## src/rtl/data_mem_pkg.sv

```systemverilog
// Shared types and constants for the data_mem block.
package data_mem_pkg;

    typedef enum logic {
        ST_INIT = 1'b0,
        ST_RUN  = 1'b1
    } state_t;

    localparam int RD_LAT_MIN = 1;
    localparam int RD_LAT_MAX = 4;
    localparam int STAT_W     = 16;

    function automatic logic [STAT_W-1:0] sat_inc(input logic [STAT_W-1:0] v);
        return (&v) ? v : v + STAT_W'(1);
    endfunction

endpackage

```

## src/rtl/data_mem_rsp_pipe.sv

```systemverilog
// Response delay line carrying {valid, err, rdata}; depth sets the read latency.
module data_mem_rsp_pipe #(
    parameter int DATA_W = 16,
    parameter int RD_LAT = 1
) (
    input  logic              clk,
    input  logic              rst_n,
    input  logic              in_valid,
    input  logic              in_err,
    input  logic [DATA_W-1:0] in_rdata,
    output logic              out_valid,
    output logic              out_err,
    output logic [DATA_W-1:0] out_rdata
);

    localparam int W = DATA_W + 2;

    logic [W-1:0] stage [RD_LAT];

    always_ff @(posedge clk or negedge rst_n) begin
        if (!rst_n) begin
            for (int i = 0; i < RD_LAT; i++) stage[i] <= '0;
        end else begin
            stage[0] <= {in_valid, in_err, in_rdata};
            for (int i = 1; i < RD_LAT; i++) stage[i] <= stage[i-1];
        end
    end

    assign {out_valid, out_err, out_rdata} = stage[RD_LAT-1];

endmodule

```

## src/rtl/data_mem.sv

```systemverilog
// Byte-addressed, byte-masked data memory with self-clearing init sweep.
// Optional saturating request counters under DATA_MEM_STATS_EN.
module data_mem
    import data_mem_pkg::*;
#(
    parameter int DATA_W = 16,
    parameter int DEPTH  = 128,
    parameter int ADDR_W = 8,
    parameter int RD_LAT = 1
) (
    input  logic                clk,
    input  logic                rst_n,
    input  logic                req_valid,
    output logic                req_ready,
    input  logic                req_we,
    input  logic [ADDR_W-1:0]   req_addr,
    input  logic [DATA_W-1:0]   req_wdata,
    input  logic [DATA_W/8-1:0] req_be,
    output logic                rsp_valid,
    output logic [DATA_W-1:0]   rsp_rdata,
    output logic                rsp_err,
    output logic                init_done
`ifdef DATA_MEM_STATS_EN
    ,
    output logic [STAT_W-1:0]   stat_rd,
    output logic [STAT_W-1:0]   stat_wr,
    output logic [STAT_W-1:0]   stat_err
`endif
);

    localparam int BPW   = DATA_W / 8;
    localparam int LSB   = $clog2(BPW);
    localparam int IDX_W = (DEPTH > 1) ? $clog2(DEPTH) : 1;
    // An out-of-range RD_LAT is clamped to the legal bounds.
    localparam int LAT   = (RD_LAT < RD_LAT_MIN) ? RD_LAT_MIN :
                           (RD_LAT > RD_LAT_MAX) ? RD_LAT_MAX : RD_LAT;

    state_t           state, state_nx;
    logic             armed, armed_nx;
    logic [IDX_W-1:0] idx, idx_nx;
    logic             sweep_we;

    logic [DATA_W-1:0] mem [DEPTH];

    always_ff @(posedge clk or negedge rst_n) begin
        if (!rst_n) begin
            state <= ST_INIT;
            armed <= 1'b0;
            idx   <= '0;
        end else begin
            state <= state_nx;
            armed <= armed_nx;
            idx   <= idx_nx;
        end
    end

    // The first edge after reset release only arms the sweep; the next DEPTH edges clear the words.
    always_comb begin
        state_nx = state;
        armed_nx = armed;
        idx_nx   = idx;
        sweep_we = 1'b0;
        case (state)
            ST_INIT: begin
                if (!armed) begin
                    armed_nx = 1'b1;
                end else begin
                    sweep_we = 1'b1;
                    if (idx == IDX_W'(DEPTH - 1)) state_nx = ST_RUN;
                    else                          idx_nx   = idx + IDX_W'(1);
                end
            end
            ST_RUN:  state_nx = ST_RUN;
            default: state_nx = ST_INIT;
        endcase
    end

    assign req_ready = (state == ST_RUN);
    assign init_done = (state == ST_RUN);

    logic              accept;
    logic [ADDR_W-1:0] word_idx;
    logic [IDX_W-1:0]  mem_idx;
    logic              misaligned;
    logic              out_of_range;
    logic              err;
    logic [DATA_W-1:0] rd_word;

    assign accept       = req_valid && req_ready;
    assign word_idx     = req_addr >> LSB;
    assign mem_idx      = word_idx[IDX_W-1:0];
    assign misaligned   = (req_addr & ADDR_W'(BPW - 1)) != '0;
    assign out_of_range = 32'(word_idx) >= DEPTH;
    assign err          = misaligned || out_of_range;
    assign rd_word      = mem[mem_idx];

    always_ff @(posedge clk) begin
        if (sweep_we) begin
            mem[idx] <= '0;
        end else if (accept && req_we && !err) begin
            for (int b = 0; b < BPW; b++) begin
                if (req_be[b]) mem[mem_idx][b*8 +: 8] <= req_wdata[b*8 +: 8];
            end
        end
    end

    data_mem_rsp_pipe #(
        .DATA_W (DATA_W),
        .RD_LAT (LAT)
    ) u_rsp_pipe (
        .clk       (clk),
        .rst_n     (rst_n),
        .in_valid  (accept),
        .in_err    (accept && err),
        .in_rdata  ((accept && !req_we && !err) ? rd_word : '0),
        .out_valid (rsp_valid),
        .out_err   (rsp_err),
        .out_rdata (rsp_rdata)
    );

`ifdef DATA_MEM_STATS_EN
    always_ff @(posedge clk or negedge rst_n) begin
        if (!rst_n) begin
            stat_rd  <= '0;
            stat_wr  <= '0;
            stat_err <= '0;
        end else if (accept) begin
            if (err)         stat_err <= sat_inc(stat_err);
            else if (req_we) stat_wr  <= sat_inc(stat_wr);
            else             stat_rd  <= sat_inc(stat_rd);
        end
    end
`endif

endmodule

```

## config.mk

```make
export PLATFORM = sky130hd
export DESIGN_NAME = data_mem
export DESIGN_NICKNAME = d
export VERILOG_FILES = /design/src/rtl/data_mem_pkg.sv /design/src/rtl/data_mem_rsp_pipe.sv /design/src/rtl/data_mem.sv
export SDC_FILE = /design/constraint.sdc
export NUM_CORES = 2
export LEC_CHECK = 0
export BUFFER_PORTS_ARGS = -buffer_cell sky130_fd_sc_hd__clkbuf_2
export CORE_UTILIZATION = 45
export DETAILED_ROUTE_END_ITERATION = 10
export GPL_ROUTABILITY_DRIVEN = 0
export PLACE_DENSITY_LB_ADDON = 0.3
export REMOVE_ABC_BUFFERS = 1
export SLEW_MARGIN = 0
export SYNTH_ARGS = -nofsm -noshare
export SYNTH_HDL_FRONTEND = slang
export SYNTH_HIERARCHICAL = 1
export SYNTH_SLANG_ARGS = --single-unit
```

## constraint.sdc

```tcl
create_clock -name clk -period 6.3 [get_ports clk]
set_clock_uncertainty 0.15 [all_clocks]
set_input_delay 0.63 -clock clk [delete_from_list [all_inputs] [get_ports clk]]
set_output_delay 0.63 -clock clk [all_outputs]
set_load 0.05 [all_outputs]
```

==> impl_metrics.csv <==
group,metric,value,unit
detailed_routing,drc,0,
final_layout,regArea,0.0622,sq mm
power_and_ir_drop,power_leakage,23.5,nW
sta,setup_viol,0,
worst_setup_path,path_class,"reg2reg",
logic_synthesis,synth_ff_type,"edfxtp_1",
global_route,met3_usage,0.0429,
logic_synthesis,yosysTopAreaCell,"edfxtp_1",
sta,drv_slew,0,
logic_synthesis,yosys_warnings,6,
logic_synthesis,yosysSeqAreaShare,0.771,
sta,fmax,0.229,GHz
final_layout,utilization,0.508,
sta,fin_ws,1.93,ns
sta,final_hold_viol_count,0,
logic_synthesis,async_flop_share,0.0130,
cts,cts_setup_buffers,0,
power_and_ir_drop,ir_drop,300,uV
sta,timing_worst_slew_pin_value,1.22,ns
die,core-area,0.177,sq mm
detailed_routing,vias,40100,
logic_synthesis,synth_common_cells,"edfxtp_1 (2048), mux4_2 (436), nor2_1 (330)",
sta,slew_headroom,0.186,
power_and_ir_drop,p_per_area,304,mW/mm^2
logic_synthesis,synth_seq_cells,2075,
worst_setup_path,crit_path_max_fanout,32,
cts,ctsResizeCount,0,
logic_synthesis,syn_avg_cell_area,20.6,sq um
global_route,gr-max-usage-layer,"met2",
cts,clkSlewWorstSetupHoldPaths,0.06,ns
global_route,grt_pass1_wl,297,mm
detailed_routing,wl,207,mm
detailed_routing,drt_iter0_markers,5083,
logic_synthesis,synth_enable_flop_cells,2048,
sta,rsz0062_at_grt,"false",
logic_synthesis,yosysMostFrequentCell,"edfxtp_1",
final_layout,syn2layout_area_growth,11.7,%
final_layout,n_antenna_cell,0,
global_route,met2_usage,0.358,
sta,layout_min_cycle_time,4.37,ns
final_layout,n_fill_cell,13700,
cts,cts_root_buffer,"clkbuf_16",
final_layout,final_nets,4070,
die,fp.dieH,425,um
worst_setup_path,worstPathArrival,4.66,ns
place,place_inst,6182,
sta,hold_ws,0.192,ns
global_route,grt_pass1_vias,39700,
place,hpwlAfterDp,129,mm
detailed_routing,dr.pass1.iters,6,
global_route,overflow,0,
die,die_w,425,um
die,initial_utilization,0.455,
cts,cts_tree,"yes",
place,placed_area,0.0836,sq mm
logic_synthesis,ys_types,59,
global_route,grt_max_degree,101,
detailed_routing,drt.antenna.violating_nets,0,
place,place_ws,1.77,ns
die,pin_count,50,
logic_synthesis,yosysTopAreaCellShare,0.763,
cts,cts_inserted_buffers,192,
cts,clk_latency,0.83,ns
sta,fin_tns_setup,0,ns
global_route,grtUsageMet1,0.326,
die,row_count,154,
logic_synthesis,netlist_instances,3909,
global_route,track_usage,0.231,
final_layout,drive_above_1_share,0.225,
flow_run,cap_violations,0,
worst_setup_path,cp-start-kind,"flip-flop",
final_layout,fin_cells,6544,
logic_synthesis,syn-cell-area,0.0806,sq mm
cts,clock_sinks,2075,
final_layout,multi_input_area,0.0172,sq mm
sta,post-route-period-util,0.694,
place,port_buffers,49,
detailed_routing,drt-wirelength-per-cell,31.6,um
die,dieArea,0.181,sq mm
global_route,antenna_found_initial,2,
final_layout,final_cell_area,0.0900,sq mm
outcome,outcome,"completed",
worst_setup_path,required,6.59,ns
power_and_ir_drop,power,27.3,mW
cts,htree_num_levels,4,
logic_synthesis,netlist_top_cells_area,"edfxtp_1 (76%), mux4_2 (12%), mux2i_1 (2.5%), nor2_1 (1.5%), dfrtp_1 (0.84%)",
detailed_routing,via_per_inst,6.12,
worst_setup_path,end_kind,"flip-flop",
min_path,min_path_type,"in2reg",
cts,clk_path_buf_depth,3,
## final timing paths
| path | startpoint | to | slack, ns | depth (start not counted) |
|---|---|---|---|---|
| min | req_wdata[3] | mem[104][3]$_DFFE_PP_ | 0.19 | 2 |
| max | init_done$_DFF_PN0_ | mem[94][12]$_DFFE_PP_ | 1.93 | 7 |
| min reg2reg | armed$_DFFE_PN0N_ | armed$_DFFE_PN0N_ | 0.34 | 1 |
| max reg2reg | init_done$_DFF_PN0_ | mem[94][12]$_DFFE_PP_ | 1.93 | 7 |
| min in group asynchronous | rst_n | u_rsp_pipe/stage[8]$_DFF_PN0_ | 0.40 | 2 |
| max in group asynchronous | rst_n | u_rsp_pipe/stage[1]$_DFF_PN0_ | 4.85 | 2 |
## cells by family (layout without fill, tap and decap cells)
| family | count (synthesis) | count (layout) | share of synthesized area |
|---|---|---|---|
| xor gates and xnor gates | 5 | 5 | 0.000543 |
| AOI/OAI and AO/OA | 324 | 324 | 0.0286 |
| and+or+nand+nor | 617 | 617 | 0.0337 |
| DFF | 2075 | 2075 | 0.771 |
| adders and majority gates | 1 | 1 | 0.000155 |
| muxes | 656 | 656 | 0.149 |
| buffers and inverters | 231 | 526 | 0.0163 |
## critical path, cell delays in order, from the launching register on
cell and delay (ns):
dfrtp_1 0.53, and4b_1 0.30, o21a_2 0.36, buf_4 0.42, nand2_1 0.09, o21ai_0 0.23
nand2_1 0.82, nor2_1 1.05
## placed cells by master (no fill, tap or decap), types with 10 or more instances in the layout
cell / instances
buf_4: 105
a211oi_1: 26
nor4_1: 10
a22oi_1: 89
a221oi_1: 29
bufinv_16: 23
nor3_1: 16
nand3_1: 41
a21oi_1: 38
clkbuf_1: 30
mux4_2: 436
edfxtp_1: 2048
mux2i_1: 203
nand2b_1: 13
buf_12: 10
a22o_1: 24
and2_4: 16
a2111oi_0: 10
clkinvlp_4: 10
clkbuf_2: 44
clkbuf_16: 195
dfrtp_1: 27
o21ai_0: 40
nor2b_1: 20
nand4_1: 16
clkinv_1: 37
o22ai_1: 23
nor2_1: 329
clkinv_2: 39
o211ai_1: 19
nand2_1: 105
mux2_2: 17
## area by class of cell
type                            instances  share of cell area
Clock inverter                        127              0.0146
Inverter                                2           0.0000834
Clock buffer                          232              0.0565
Tap cell                             2340              0.0325
Multi-Input combinational cell       1603               0.192
Sequential cell                      2075               0.691
Timing Repair Buffer                  165              0.0142
## what timing repair did
action                                 in CTS  in global routing
setup endpoints to repair                   0                  0
hold buffers                                3                  0
endpoints found under the hold margin      29                  0
## state kept, by name (all words and copies together), names as in the netlist
| name | cells |
|---|---|
| mem | 2048 |
| idx | 7 |
| armed | 1 |
| u_rsp_pipe/stage | 18 |
| init_done | 1 |
## routing by layer
layer / routed length, um / part of all wire
met1: 83600 / 0.40
met2: 98400 / 0.48
met3: 17000 / 0.082
met4: 8090 / 0.039
met5: 22 / 0.00011
## power by group
group	internal (mW)	total, mW	leakage [nW]	switching [mW]
Sequential	14.9	14.9	14.5	0
Combinational	0.205	0.574	5.78	0.369
Clock	6.72	11.8	3.13	5.12
Total	21.9	27.3	23.5	5.49
Power figures use the tool's default switching activity.
